### src/rtl/if_pkg.sv
// Shared fetch-stage types and constants: FSM state encoding, bubble instruction, default reset PC.
`timescale 1ns/1ps
package if_pkg;
    localparam logic [31:0] NOP_INSTR        = 32'h0000_0013;
    localparam logic [31:0] RESET_PC_DEFAULT = 32'h0000_0000;

    typedef enum logic [1:0] {
        IDLE = 2'd0,
        WAIT = 2'd1,
        HOLD = 2'd2,
        DROP = 2'd3
    } fetch_state_t;

    function automatic logic [31:0] word_align(input logic [31:0] addr);
        return {addr[31:2], 2'b00};
    endfunction
endpackage

### src/rtl/instruction_fetch_stage_if.sv
// Instruction memory read port: one-cycle request with address, later response with data.
`timescale 1ns/1ps
interface instruction_fetch_stage_if;
    logic        imemReq;
    logic [31:0] imemAddr;
    logic        imemRvalid;
    logic [31:0] imemRdata;

    modport master (output imemReq, imemAddr, input imemRvalid, imemRdata);
    modport slave  (input imemReq, imemAddr, output imemRvalid, imemRdata);
endinterface

### src/rtl/program_counter.sv
// Fetch PC register: load (word-aligned) beats increment beats hold; +4 wraps modulo 2^32.
// Latency: new PC visible the cycle after load/incr; no backpressure, caller gates incr.
`timescale 1ns/1ps
module program_counter #(
    parameter logic [31:0] RESET_PC = 32'h0000_0000
) (
    input  logic        clk,
    input  logic        rstN,
    input  logic        i_load,
    input  logic [31:0] i_load_addr,
    input  logic        i_incr,
    output logic [31:0] o_pc
);
    logic [31:0] r_pc;

    always_ff @(posedge clk) begin
        if (!rstN) begin
            r_pc <= RESET_PC;
        end else if (i_load) begin
            r_pc <= if_pkg::word_align(i_load_addr);
        end else if (i_incr) begin
            r_pc <= r_pc + 32'd4;
        end
    end

    assign o_pc = r_pc;
endmodule

### src/rtl/instruction_fetch_stage.sv
// Fetch stage: one outstanding imem read, delivers {pc, instruction, valid} into the IF/ID register.
// Latency: >=2 cycles request-to-delivery; stall freezes outputs and buffers one response, redirect wins over stall.
`timescale 1ns/1ps
module instruction_fetch_stage #(
    parameter logic [31:0] RESET_PC  = if_pkg::RESET_PC_DEFAULT,
    parameter logic [31:0] NOP_INSTR = if_pkg::NOP_INSTR
) (
    input  logic                              clk,
    input  logic                              rstN,
    input  logic                              stall,
    input  logic                              redirect,
    input  logic [31:0]                       redirectPc,
    instruction_fetch_stage_if.master         imem,
    output logic [31:0]                       pcOut,
    output logic [31:0]                       instructionOut,
    output logic                              validOut
);
    if_pkg::fetch_state_t r_state;
    if_pkg::fetch_state_t w_state_nxt;

    logic [31:0] w_pc;
    logic        w_imem_req;
    logic        w_deliver;
    logic [31:0] w_deliver_dat;
    logic        w_capture;

    logic [31:0] r_hold_dat;
    logic [31:0] r_pc_out;
    logic [31:0] r_instr_out;
    logic        r_valid_out;

    program_counter #(.RESET_PC(RESET_PC)) u_pc (
        .clk         (clk),
        .rstN        (rstN),
        .i_load      (redirect),
        .i_load_addr (redirectPc),
        .i_incr      (w_deliver),
        .o_pc        (w_pc)
    );

    always_ff @(posedge clk) begin
        if (!rstN) begin
            r_state <= if_pkg::IDLE;
        end else begin
            r_state <= w_state_nxt;
        end
    end

    always_comb begin
        w_state_nxt   = r_state;
        w_imem_req    = 1'b0;
        w_deliver     = 1'b0;
        w_deliver_dat = r_hold_dat;
        w_capture     = 1'b0;
        case (r_state)
            if_pkg::IDLE: begin
                if (!redirect) begin
                    w_imem_req  = 1'b1;
                    w_state_nxt = if_pkg::WAIT;
                end
            end
            if_pkg::WAIT: begin
                // A redirect with no response yet must still swallow the stale one.
                if (redirect) begin
                    w_state_nxt = imem.imemRvalid ? if_pkg::IDLE : if_pkg::DROP;
                end else if (imem.imemRvalid) begin
                    if (stall) begin
                        w_capture   = 1'b1;
                        w_state_nxt = if_pkg::HOLD;
                    end else begin
                        w_deliver     = 1'b1;
                        w_deliver_dat = imem.imemRdata;
                        w_state_nxt   = if_pkg::IDLE;
                    end
                end
            end
            if_pkg::HOLD: begin
                if (redirect) begin
                    w_state_nxt = if_pkg::IDLE;
                end else if (!stall) begin
                    w_deliver   = 1'b1;
                    w_state_nxt = if_pkg::IDLE;
                end
            end
            if_pkg::DROP: begin
                if (imem.imemRvalid) begin
                    w_state_nxt = if_pkg::IDLE;
                end
            end
            default: w_state_nxt = if_pkg::IDLE;
        endcase
    end

    always_ff @(posedge clk) begin
        if (!rstN) begin
            r_hold_dat  <= 32'd0;
            r_pc_out    <= 32'd0;
            r_instr_out <= NOP_INSTR;
            r_valid_out <= 1'b0;
        end else begin
            if (w_capture) begin
                r_hold_dat <= imem.imemRdata;
            end
            // w_deliver already implies !redirect && !stall.
            if (redirect || !stall) begin
                if (w_deliver) begin
                    r_pc_out    <= w_pc;
                    r_instr_out <= w_deliver_dat;
                    r_valid_out <= 1'b1;
                end else begin
                    r_instr_out <= NOP_INSTR;
                    r_valid_out <= 1'b0;
                end
            end
        end
    end

    assign imem.imemReq   = w_imem_req & rstN;
    assign imem.imemAddr  = w_pc;
    assign pcOut          = r_pc_out;
    assign instructionOut = r_instr_out;
    assign validOut       = r_valid_out;
endmodule

### src/flat_wrapper.sv
// flat-port wrapper written by rule: the top's interface ports become plain ports
module instruction_fetch_stage_flat 
#(
    parameter logic [31:0] RESET_PC  = if_pkg::RESET_PC_DEFAULT,
    parameter logic [31:0] NOP_INSTR = if_pkg::NOP_INSTR
)
  (clk, rstN, stall, redirect, redirectPc, pcOut, instructionOut, validOut, imem_imemReq, imem_imemAddr, imem_imemRvalid, imem_imemRdata);
  instruction_fetch_stage_if imem_i ();
  input  logic clk;
  input  logic rstN;
  input  logic stall;
  input  logic redirect;
  input  logic [31:0] redirectPc;
  output logic [31:0] pcOut;
  output logic [31:0] instructionOut;
  output logic validOut;
  output wire logic [$bits(imem_i.imemReq)-1:0] imem_imemReq;
  output wire logic [$bits(imem_i.imemAddr)-1:0] imem_imemAddr;
  input wire logic [$bits(imem_i.imemRvalid)-1:0] imem_imemRvalid;
  input wire logic [$bits(imem_i.imemRdata)-1:0] imem_imemRdata;
  assign imem_imemReq = imem_i.imemReq;
  assign imem_imemAddr = imem_i.imemAddr;
  assign imem_i.imemRvalid = imem_imemRvalid;
  assign imem_i.imemRdata = imem_imemRdata;
  instruction_fetch_stage #(.RESET_PC(RESET_PC), .NOP_INSTR(NOP_INSTR)) u_core (.clk(clk), .rstN(rstN), .stall(stall), .redirect(redirect), .redirectPc(redirectPc), .imem(imem_i), .pcOut(pcOut), .instructionOut(instructionOut), .validOut(validOut));
endmodule
### config.mk
export PLATFORM = sky130hd
export DESIGN_NAME = instruction_fetch_stage_flat
export DESIGN_NICKNAME = d
export VERILOG_FILES = /design/src/rtl/if_pkg.sv /design/src/rtl/instruction_fetch_stage_if.sv /design/src/rtl/program_counter.sv /design/src/rtl/instruction_fetch_stage.sv /design/src/flat_wrapper.sv
export SDC_FILE = /design/constraint.sdc
export NUM_CORES = 1
export LEC_CHECK = 0
export CAP_MARGIN = 20
export CORE_MARGIN = 2
export CORE_UTILIZATION = 50
export DETAILED_ROUTE_END_ITERATION = 8
export DONT_BUFFER_PORTS = 1
export HOLD_SLACK_MARGIN = 0.02
export MAX_ROUTING_LAYER = met4
export PLACE_DENSITY = 0.7
export SLEW_MARGIN = 20
export SYNTH_ARGS = -nofsm -noshare
export SYNTH_HDL_FRONTEND = slang
export SYNTH_SLANG_ARGS = --single-unit
### constraint.sdc
create_clock -name clk -period 2.5 [get_ports clk]
set_input_delay 0.375 -clock clk [delete_from_list [all_inputs] [get_ports clk]]
set_output_delay 0.375 -clock clk [all_outputs]
set_load 0.01 [all_outputs]
==> results of run 1 <==
cell type report:
type,instances,share of cell area
clock inverter,13,0.0276
multi-input combinational,497,0.394
clock buffer,19,0.0630
sequential,127,0.371
timing repair buffer,81,0.112
inverter,12,0.00676
tap,140,0.0256
kinds of logic (layout without fill, tap and decap cells):
group,Yosys count,in the layout,synth area share
other,1,4,0.000683
XOR/XNOR,1,1,0.00159
buffers and inverters,70,125,0.0519
multiplexers,6,6,0.0118
AO/OA/AOI/OAI,212,212,0.237
flip-flops,127,127,0.463
AND/OR/NAND/NOR,268,268,0.220
adder cells (fa/ha/maj),6,6,0.0137
what timing repair did:
action | CTS | global route
resized for setup | 0 | 1
setup endpoints to repair | 0 | 25
hold buffers | 58 | 0
buffers inserted | 0 | 0
endpoints found under the hold margin | 52 | 0
flip-flops by register name (all words and copies together) (netlist names):
register / cells
u_core.instructionOut: 32
u_core.r_hold_dat: 32
u_core.validOut: 1
u_core.r_state: 2
u_core.u_pc.o_pc: 30
u_core.pcOut: 30
worst max-delay path, cell delays in order (launching register included):
cell and delay, ns:
dfxtp_1 0.35, inv_1 0.12, ha_1 0.30, a21o_1 0.23, and3_4 0.48, buf_4 0.34
o221ai_1 0.17, a21oi_1 0.19
stage by stage:
step | power, W | hold slack [ns] | setup WS (ns) | area (µm²)
after floorplan | 0.00236 | 0.436 | 0.483 | 5500
after global placement | 0.00242 | 0.442 | 0.222 | 5640
after detailed placement | 0.00243 | 0.448 | 0.121 | 5640
after CTS | 0.00504 | 0.0231 | 0.101 | 6840
after global routing | 0.00518 | 0.0291 | 0.113 | 6850
final | 0.00502 | 0.0496 | 0.247 | 6850
metal layers:
| metal | vias up | global-route usage |
|---|---|---|
| li1 | 2544 | - |
| met1 | 2530 | 0.319 |
| met2 | 258 | 0.449 |
| met3 | 41 | 0.0837 |
| met4 | 0 | 0.127 |
| met5 | - | - |
power breakdown:
part	leakage (nW)	internal [W]	total, W	switching [W]
registers	1.03	0.00207	0.00213	0.0000634
clock network	0.298	0.00165	0.00255	0.000899
logic	1.02	0.000143	0.000340	0.000197
total	2.34	0.00386	0.00502	0.00116
cell usage in the layout, fill, tap and decap left out, types with 16 or more instances in the layout:
master and instances:
nand2_1 184, nor2_1 20, dlygate4sd3_1 58, a21oi_1 118, dfxtp_1 127, nand3_1 17, o21ai_0 16, buf_4 22
clkbuf_16 16, o221ai_1 29
worst paths after layout:
path / from / endpoint / depth (start not counted)
max reg2reg: u_core.r_state[1] / u_core.instructionOut[28] / 7
min: redirectPc[15] / u_core.u_pc.o_pc[15] / 2
min reg2reg: u_core.r_hold_dat[0] / u_core.r_hold_dat[0] / 2
max: u_core.r_state[1] / u_core.instructionOut[28] / 7
==> impl_metrics.csv, run 1 <==
group,metric,value,unit
power_and_ir_drop,irDropWorstVdd,545,µV
cts,clock_latency,0.52,ns
grt,track_usage,0.278,
setup_path,cp-end-kind,"flop",
cts,htree_levels,4,
setup_path,cp_max_fo,36,
cells_and_area,fin_nets,811,
cells_and_area,num-fill-cells,922,
yosys,synth_edf_count,0,
power_and_ir_drop,power.density,733,mW/mm²
cells_and_area,seq_area,0.00254,mm²
cells_and_area,area_delta_synth_final,24.6,%
die,dieArea,0.0118,mm²
cts,clock-sinks,127,
yosys,synth_area_per_cell,7.95,µm²
grt,grt-ovfl-total,0,
timing,setup_viol,0,
yosys,yosys.cell_types.count,51,
die,pin_count,167,
timing,report.final.slew_viol_count,0,
place,gp_congestion,0.832,
timing,rsz0062_at_grt,"false",
routing,dr_total_vias,5373,
die,die_w,109,µm
yosys,ys_ff_latch,127,
cts,cts_tree,"done",
die,fp.coreArea,0.0108,mm²
grt,grt_pass1_vias,5258,
timing,hold_violations,0,
timing,fmax,444,MHz
die,rows,38,
die,start_util,0.509,
cells_and_area,fin_cells,889,
min_path,hold_class,"in -> reg",
yosys,synth_area_leader_cell,"dfxtp_1",
setup_path,start_kind,"flop",
timing,worst_pin_slew,0.698,ns
yosys,seq_area_frac_synth,0.463,
routing,vias_per_cell,6.04,
cells_and_area,antennaDiodeCount,0,
status,status,"finished, final reports clean",
grt,antenna_found_initial,0,
routing,wl_met2,7630,µm
cells_and_area,multi_input_area,0.00270,mm²
routing,drt_first_iter_violations,509,
yosys,post-synth-top-area-fraction,0.463,
setup_path,path_class,"reg -> reg",
routing,m1WireLength,6520,µm
yosys,synth.most_common_cell,"nand2_1",
routing,drc,0,
cts,clkTransAtPathRegs,0.06,ns
yosys,synth_top_cells_by_count,"nand2_1, dfxtp_1, a21oi_1, clkbuf_1, o221ai_1",
setup_path,r2r_setup_slack,0.25,ns
cts,cts_root_buf,"clkbuf_8",
routing,wl_per_cell,18.0,µm
yosys,synth_area,0.00549,mm²
cells_and_area,layout-drive-gt1-share,0.0961,
die,die_h,109,µm
yosys,ys_warn_count,0,
timing,fin_crit_sh,0.901,
routing,met3RoutedLength,1450,µm
routing,firstDrtPassIters,7,
power_and_ir_drop,p_leak,2.34,nW
routing,drt_wl_total,16000,µm
timing,finClkSkew,0.00867,ns
yosys,yosys_most_used_dff,"dfxtp_1",
place,dp.cells,799,
grt,grt_start_max_net_pins,69,
timing,maxSlewHeadroom,0.535,
grt,grt_pass1_wl,25200,µm
yosys,synthArstFlopShare,0,
yosys,synthCells,691,
place,port_buffers,0,
routing,highest_layer,"met4",
setup_path,critPathRequiredTime,2.94,ns
cts,cts.path.max_buffers,2,
job,maxCapViolCount,0,
setup_path,worstPathArrival,2.69,ns
place,dp_hpwl,9940,µm
timing,fin_crit,2.25,ns
cts,cts_buffers,17,
routing,ant_nets,0,
timing,finalSetupTns,0,ns
yosys,netlist_top_cells_area,"dfxtp_1, nand2_1, a21oi_1, o221ai_1, clkbuf_1",
cells_and_area,post-route-util,0.634,
Note: power is estimated with default switching activity, not from simulation.
==> run 2, diff against run 1 <==
TNS_END_PERCENT = 1   (was default)
==> results of run 2 <==
Final layout, timing and power as in run 1 (identical DEF).
